$ cat config.mk
export PLATFORM = sky130hd
export DESIGN_NAME = d_e_pipe_reg
export DESIGN_NICKNAME = d
export VERILOG_FILES = /design/src/rtl/d_e_pipe_reg_pkg.sv /design/src/rtl/d_e_pipe_reg_hilo_hazard.sv /design/src/rtl/d_e_pipe_reg.sv
export SDC_FILE = /design/constraint.sdc
export NUM_CORES = 1
export LEC_CHECK = 0
export ABC_AREA = 1
export BUFFER_PORTS_ARGS = -buffer_cell sky130_fd_sc_hd__buf_2
export CAP_MARGIN = 40
export CELL_PAD_IN_SITES_DETAIL_PLACEMENT = 1
export CELL_PAD_IN_SITES_GLOBAL_PLACEMENT = 2
export CORE_MARGIN = 2
export CORE_UTILIZATION = 27
export CTS_CLUSTER_SIZE = 14
export DETAILED_ROUTE_END_ITERATION = 10
export PLACE_DENSITY_LB_ADDON = 0.1
export SYNTH_ARGS = -nofsm -noshare
export SYNTH_HDL_FRONTEND = slang
export SYNTH_SLANG_ARGS = --single-unit
$ cat constraint.sdc
create_clock -name Clk -period 2.75 [get_ports Clk]
set_clock_uncertainty 0.1 [all_clocks]
set_input_delay 0.275 -clock Clk [delete_from_list [all_inputs] [get_ports Clk]]
set_output_delay 0.275 -clock Clk [all_outputs]
set_load 0.05 [all_outputs]
$ cat src/rtl/d_e_pipe_reg_pkg.sv
// Shared constants for the D/E pipeline register: HILO operation encodings and
// the architectural PC values used on reset and on the exception handler flush.
package d_e_pipe_reg_pkg;

  localparam logic [31:0] RESET_PC_DEF   = 32'h0000_3000;
  localparam logic [31:0] HANDLER_PC_DEF = 32'h0000_4180;

  typedef enum logic [3:0] {
    HILO_OP_NONE  = 4'd0,
    HILO_OP_MULT  = 4'd1,
    HILO_OP_MULTU = 4'd2,
    HILO_OP_DIV   = 4'd3,
    HILO_OP_DIVU  = 4'd4,
    HILO_OP_MFHI  = 4'd5,
    HILO_OP_MFLO  = 4'd6,
    HILO_OP_MTHI  = 4'd7,
    HILO_OP_MTLO  = 4'd8
  } hilo_op_e;

endpackage

$ cat src/rtl/d_e_pipe_reg_hilo_hazard.sv
// Multiply/divide structural hazard: a HILO-class instruction in D must wait
// while the E-stage HILO unit is busy. Folded into the global stall.
module hilo_hazard
  import d_e_pipe_reg_pkg::*;
#(
  parameter logic [3:0] HILO_NONE = HILO_OP_NONE
) (
  input  logic       stall_in,
  input  logic       hilo_busy,
  input  logic [3:0] hilo_op,
  output logic       stall
);

  logic hilo_haz;

  assign hilo_haz = hilo_busy & (hilo_op != HILO_NONE);
  assign stall    = stall_in | hilo_haz;

endmodule

$ cat src/rtl/d_e_pipe_reg.sv
// Decode-to-execute pipeline register with bubble insertion on stall and
// exception-handler flush on Req. Bubbles keep PC/BD for a precise macro-PC.
module d_e_pipe_reg
  import d_e_pipe_reg_pkg::*;
#(
  parameter logic [31:0] RESET_PC   = RESET_PC_DEF,
  parameter logic [31:0] HANDLER_PC = HANDLER_PC_DEF,
  parameter logic [3:0]  HILO_NONE  = HILO_OP_NONE
) (
  input  logic        Clk,
  input  logic        Rst,
  input  logic        Req,
  input  logic        StallIn,
  input  logic        E_HILOBusy,
  input  logic [31:0] D_PC,
  input  logic [31:0] D_Instr,
  input  logic [31:0] D_RS,
  input  logic [31:0] D_RT,
  input  logic [31:0] D_Ext,
  input  logic [3:0]  D_HILOOp,
  input  logic [4:0]  D_ExcCode,
  input  logic        D_BD,
  output logic        Stall,
  output logic [31:0] E_PC,
  output logic [31:0] E_Instr,
  output logic [31:0] E_RS,
  output logic [31:0] E_RT,
  output logic [31:0] E_Ext,
  output logic [3:0]  E_HILOOp,
  output logic [4:0]  E_ExcCode,
  output logic        E_BD
);

  hilo_hazard #(.HILO_NONE(HILO_NONE)) u_hilo_hazard (
    .stall_in (StallIn),
    .hilo_busy(E_HILOBusy),
    .hilo_op  (D_HILOOp),
    .stall    (Stall)
  );

  always_ff @(posedge Clk) begin
    if (!Rst) begin
      E_PC      <= RESET_PC;
      E_Instr   <= '0;
      E_RS      <= '0;
      E_RT      <= '0;
      E_Ext     <= '0;
      E_HILOOp  <= HILO_NONE;
      E_ExcCode <= '0;
      E_BD      <= 1'b0;
    end else if (Req) begin
      E_PC      <= HANDLER_PC;
      E_Instr   <= '0;
      E_RS      <= '0;
      E_RT      <= '0;
      E_Ext     <= '0;
      E_HILOOp  <= HILO_NONE;
      E_ExcCode <= '0;
      E_BD      <= 1'b0;
    end else if (Stall) begin
      // Bubble: no op, no HILO issue, but carry PC/BD for interrupt return.
      E_PC      <= D_PC;
      E_Instr   <= '0;
      E_RS      <= '0;
      E_RT      <= '0;
      E_Ext     <= '0;
      E_HILOOp  <= HILO_NONE;
      E_ExcCode <= '0;
      E_BD      <= D_BD;
    end else begin
      E_PC      <= D_PC;
      E_Instr   <= D_Instr;
      E_RS      <= D_RS;
      E_RT      <= D_RT;
      E_Ext     <= D_Ext;
      E_HILOOp  <= D_HILOOp;
      E_ExcCode <= D_ExcCode;
      E_BD      <= D_BD;
    end
  end

endmodule

==> out/qor.yml, run 1 <==
grt_pass1_vias: 5637
place_hpwl_um: 13200
yosysTopAreaCell: "dfxtp_1"
intPower_w: 0.00416
worstPathMaxFanout: 2
tns_ns: 0
wl_um: 18400
netlist_area_sq_mm: 0.00602
synth_ff_type: "dfxtp_1"
io_pins: 346
die_x_um: 153
p_leak_nw: 5.25
diodes: 0
postRouteAntennaNets: 0
n_fill_cell: 2501
drt_iter0_drc: 78
synth.distinct_cells: 10
rsz0062_at_grt: "false"
area_growth_syn_to_layout_pct: 66.2
syn_nets: 713
syn_inst: 538
combPwrFrac: 0.140
worstPathRequired_ns: 2.38
fin_nets: 1222
vias: 4937
cts_max_level: 4
pwr-share-seq: 0.444
synth_seq_area_share: 0.565
portBuffers: 345
min_period_ns: 1.89
synth-edff-count: 0
ys_async_sr_fraction: 0
pwr-share-clk: 0.416
clk_pin_slew_ns: 0.07
drc: 0
cts_buffers: 17
relSlewSlack: 0.469
first_pass_iters: 3
std_cell_rows: 54
slew_violations: 0
cp.arrival_ns: 1.52
setup_viol: 0
ir_worst_vdd_uv: 339
outcome: "finished clean"
dieArea_sq_mm: 0.0235
place_inst: 1151
hold_slack_ns: 0.0132
post_cts_buffers: 0
netlist_top_cells_count: "dfxtp_1, inv_1, nor2_4, nor2_1, buf_12"
placed_area_sq_mm: 0.00785
clockBufferDepth: 2
cts_root_buf: "clkbuf_16"
synth_most_common_cell: "dfxtp_1"
synthTopCellsByArea: "dfxtp_1, nor2_4, inv_1"
hold_depth: 3
start_util: 0.276
synth_top_area_share: 0.565
yosysWarnings: 0
ctsResizeCount: 0
maxCapViolCount: 0
via_per_inst: 3.68
pwr_density_cell_mw_per_mm2: 570
hold_viol_final: 0
post_drt_wl_per_cell_um: 13.7
switching_share: 0.270
drive_gt1_frac: 0.487
fin_area_sq_mm: 0.0100
cts_sinks: 170
core-area_sq_mm: 0.0218
finalNonFillerCells: 1340
power_switching_w: 0.00154
fmax_ghz: 0.528
die_y_um: 153
synth.ff_latch_count: 170
crit_path_start_kind: "primary input"
antenna_found_initial: 2
cts_tree: "yes"
grt_pass1_wl_um: 29100
final.period_utilization: 0.688
crit_path_end_kind: "output pin"
place_congestion: 0.743
track_usage: 0.159
grt_max_degree: 48
grt-ovfl-total: 0
path_class: "primary input to output pin"
hold_class: "primary input to flop"
avgSynthCellArea_sq_um: 11.2
tightest_slew_ns: 0.796
[path summary, 6_finish.rpt]
path / slack [ns] / end / startpoint
min: 0.01 / E_Ext[10] / D_Ext[10]
max: 0.86 / Stall / D_HILOOp[2]
[cell families after synthesis]
| logic type | Yosys count | share of synthesized area |
|---|---|---|
| buffers and inverters | 186 | 0.155 |
| DFF | 170 | 0.565 |
| and+or+nand+nor | 182 | 0.279 |
[critical path, cell delays in order]
cell	delay, ns
dlygate4sd3_1	0.53
buf_2	0.13
nor2_1	0.09
nand2_1	0.08
nand2_1	0.13
nand2_1	0.07
buf_2	0.21
[cell type report]
class	instances	area, sq um	share of cell area
Sequential cell	170	3400	0.340
Timing Repair Buffer	507	3350	0.335
Multi-Input combinational cell	182	1680	0.168
Inverter	169	634	0.0634
Clock buffer	19	453	0.0453
Tap cell	280	350	0.0350
Clock inverter	13	133	0.0133
[power by group through the flow]
stage,registers (W),clock network (W),logic (W)
floorplan,0.00279,0,0.000216
global placement,0.00259,0,0.000610
detailed placement,0.00259,0,0.000619
CTS,0.00253,0.00246,0.000800
global route,0.00254,0.00257,0.000854
finish,0.00253,0.00237,0.000796
[registers in the layout, summed over array words and instances (netlist names)]
signal	count
E_BD	1
E_ExcCode	5
E_Ext	32
E_HILOOp	4
E_Instr	32
E_PC	32
E_RS	32
E_RT	32
[metal layers]
layer / part of all wire / track usage / wire length, um / vias up
met5: 0.00087 / 0 / 16 / -
met4: 0.022 / 0.0582 / 402 / 2
met3: 0.089 / 0.0632 / 1640 / 26
met2: 0.56 / 0.310 / 10300 / 199
met1: 0.33 / 0.147 / 6060 / 2246
li1: - / - / - / 2464
[cells in the final DEF, fill, tap and decap left out]
| cell type | count |
|---|---|
| inv_1 | 167 |
| clkinvlp_4 | 3 |
| clkbuf_8 | 2 |
| clkinv_2 | 1 |
| inv_8 | 2 |
| buf_2 | 345 |
| nor2_1 | 43 |
| nor2_4 | 131 |
| inv_2 | 2 |
| clkbuf_16 | 17 |
| inv_6 | 3 |
| nand2_1 | 7 |
| bufinv_16 | 1 |
| buf_4 | 4 |
| clkinv_4 | 3 |
| buf_12 | 1 |
| dlygate4sd3_1 | 157 |
| dfxtp_1 | 170 |
| nand3_4 | 1 |
[what timing repair did]
item,in CTS,in global routing
endpoints found under the hold margin,155,0
hold buffers,157,0
endpoints found under the setup margin,0,0
[metrics by stage]
stage	power (W)	utilization	setup slack, ns
6_report	0.00570	0.458	0.857
5_1_grt	0.00596	0.458	0.752
4_1_cts	0.00579	0.458	0.856
3_5_place_dp	0.00321	0.359	1.01
3_3_place_gp	0.00320	0.359	1.05
2_1_floorplan	0.00301	-	1.56
No activity file was read; power rests on OpenSTA's default activity.
==> run 2, diff against run 1 <==
CORE_UTILIZATION = 23   (was 27)
clock period = 1.5 ns   (was 2.75 ns; I/O delays follow)
==> run 2 against run 1 <==
Effect of this change:
- non-clock buffer count grew 25
- sequential power grew 83%
- die area rose by 17%
- clock power is 86% higher
- wire length decreased by 1.5%
- largest power group unchanged
- critical path depth stayed put
- worst setup slack worse by 0.78 ns
- flip-flop and latch count is the same
- global-route usage decreased by 2.5 points
- first-iteration DRC count shrank 13%
- final area is 4.0% higher
==> out/qor.yml, run 2 (synthesis gave the netlist of run 1 again) <==
path_class: "primary input to flop"
final_common_cell: "buf_2"
cts_tree: "yes"
track_usage: 0.134  # -0.0247
cts_root_buf: "clkbuf_16"
cp.arrival_ns: 1.63  # +0.11 ns
setup_viol: 0  # unchanged
hold_viol_final: 0  # unchanged
core-area_sq_mm: 0.0259  # +19%
cts_max_level: 4  # unchanged
io_pins: 346  # unchanged
path_cells: "dlygate4sd3_1 -> buf_2 -> inv_2 -> nor2_4 -> nand3_4 -> buf_12 -> nor2_4"
relSlewSlack: 0.699  # +0.230
crit_path_start_kind: "primary input"
start_util: 0.232  # -0.0435
post_drt_wl_per_cell_um: 12.8  # -7.1%
ir_worst_vdd_uv: 649  # +91%
grt-ovfl-total: 0  # unchanged
drive_gt1_frac: 0.480  # -0.00661
met3_length_um: 1530  # -6.5%
cpMostUsedCell: "nor2_4"
tightest_slew_ns: 0.452  # -0.345 ns
place_hpwl_um: 13500  # +2.1%
final.period_utilization: 0.951
std_cell_rows: 59  # +9.3%
area_growth_syn_to_layout_pct: 72.8
grt_pass1_vias: 5635  # -0.035%
portBuffers: 345  # unchanged
vias: 5049  # +2.3%
post_cts_buffers: 0  # unchanged
place_congestion: 0.720  # -3.1%
grt_pass1_wl_um: 28900  # -0.59%
p_leak_nw: 5.41  # +3.0%
hold_class: "primary input to flop"
worstPathMaxFanout: 36  # +34
drc: 0  # unchanged
cts_buffers: 17  # unchanged
wl_met1_um: 6600  # +8.8%
n_fill_cell: 2943  # +18%
worstPathRequired_ns: 1.70  # -0.68 ns
critPathMaxStageDelay_ns: 0.53  # about the same
fin_area_sq_mm: 0.0104  # +4.0%
drt_iter0_drc: 68  # -13%
wl_met2_um: 9620  # -6.4%
first_pass_iters: 4  # +1
clockBufferDepth: 2  # unchanged
min_period_ns: 1.43
outcome: "finished clean"
wl_um: 18100  # -1.5%
die_x_um: 166  # +8.1%
rsz0062_at_grt: "false"
pwr_density_cell_mw_per_mm2: 1020  # +78%
die_y_um: 166  # +8.1%
placed_area_sq_mm: 0.00805  # +2.6%
highest_layer: "met4"
antenna_found_initial: 1  # -1
dieArea_sq_mm: 0.0275  # +17%
postRouteAntennaNets: 0  # unchanged
cp_num_buf_inv: 4  # +1
cts_sinks: 170  # unchanged
cts_hold_buffers: 176  # +12%
maxCapViolCount: 0  # unchanged
grt_max_degree: 37  # -23%
ctsResizeCount: 0  # unchanged
clk_pin_slew_ns: 0.07  # about the same
slew_violations: 0  # unchanged
crit_path_end_kind: "flop"
fin_nets: 1247  # +2.0%
tns_ns: 0  # unchanged
cpMaxStageDelayCell: "dlygate4sd3_1"
fmax_ghz: 0.701
cp_top_family: "buffers and inverters"
layout_common_cells: "buf_2, dlygate4sd3_1, dfxtp_1"
via_per_inst: 3.55  # -3.6%
run 2: cell count changes in the layout (fill, tap and decap cells not counted), sizes merged:
| cell | delta |
|---|---|
| clkinvlp | -2 |
| diode | +1 |
| dlygate4sd3 | +19 |
| clkinv | +2 |
| buf | +6 |
| clkbuf | +1 |
| inv | -1 |
run 2: path summary, 6_finish.rpt:
check / from / endpoint / slack [ns] / cells after the start
hold / removal: Req / E_PC[4] / 0.20 / 5
setup / recovery: Rst / E_Ext[17] / 0.07 / 7
run 2: layout make-up:
cell class / instances / area, sq um / share of cell area
diodes: 1 / 2.50 / 0.000241
clock buffers: 20 / 457 / 0.0439
clock inverters: 12 / 135 / 0.0130
inverters: 169 / 634 / 0.0610
multi-input cells: 182 / 1680 / 0.162
flip-flops and latches: 170 / 3400 / 0.327
well taps: 335 / 419 / 0.0403
repair buffers: 532 / 3670 / 0.353
run 2: layer usage:
| metal | track usage | vias up |
|---|---|---|
| met5 | 0 | - |
| met4 | 0.0484 | 0 |
| met3 | 0.0534 | 26 |
| met2 | 0.249 | 212 |
| met1 | 0.135 | 2295 |
| li1 | - | 2516 |
run 2: where the power goes:
part / internal [W] / switching [W]
Clock: 0.00244 / 0.00197
Combinational: 0.000648 / 0.000866
Sequential: 0.00462 / 0.0000250
Total: 0.00770 / 0.00286
run 2: metrics by stage:
stage / setup slack [ns] / std cells / power [W] / hold WS (ns) / util
global route: 0.0300 / 1421 / 0.0111 / 0.229 / 0.401
global placement: 0.103 / 1212 / 0.00589 / 0.245 / 0.311
CTS: 0.0445 / 1420 / 0.0108 / 0.185 / 0.401
finish: 0.0735 / 1421 / 0.0106 / 0.200 / 0.401
floorplan: 0.476 / 538 / 0.00552 / 0.119 / -
detailed placement: 0.0919 / 1212 / 0.00590 / 0.248 / 0.311
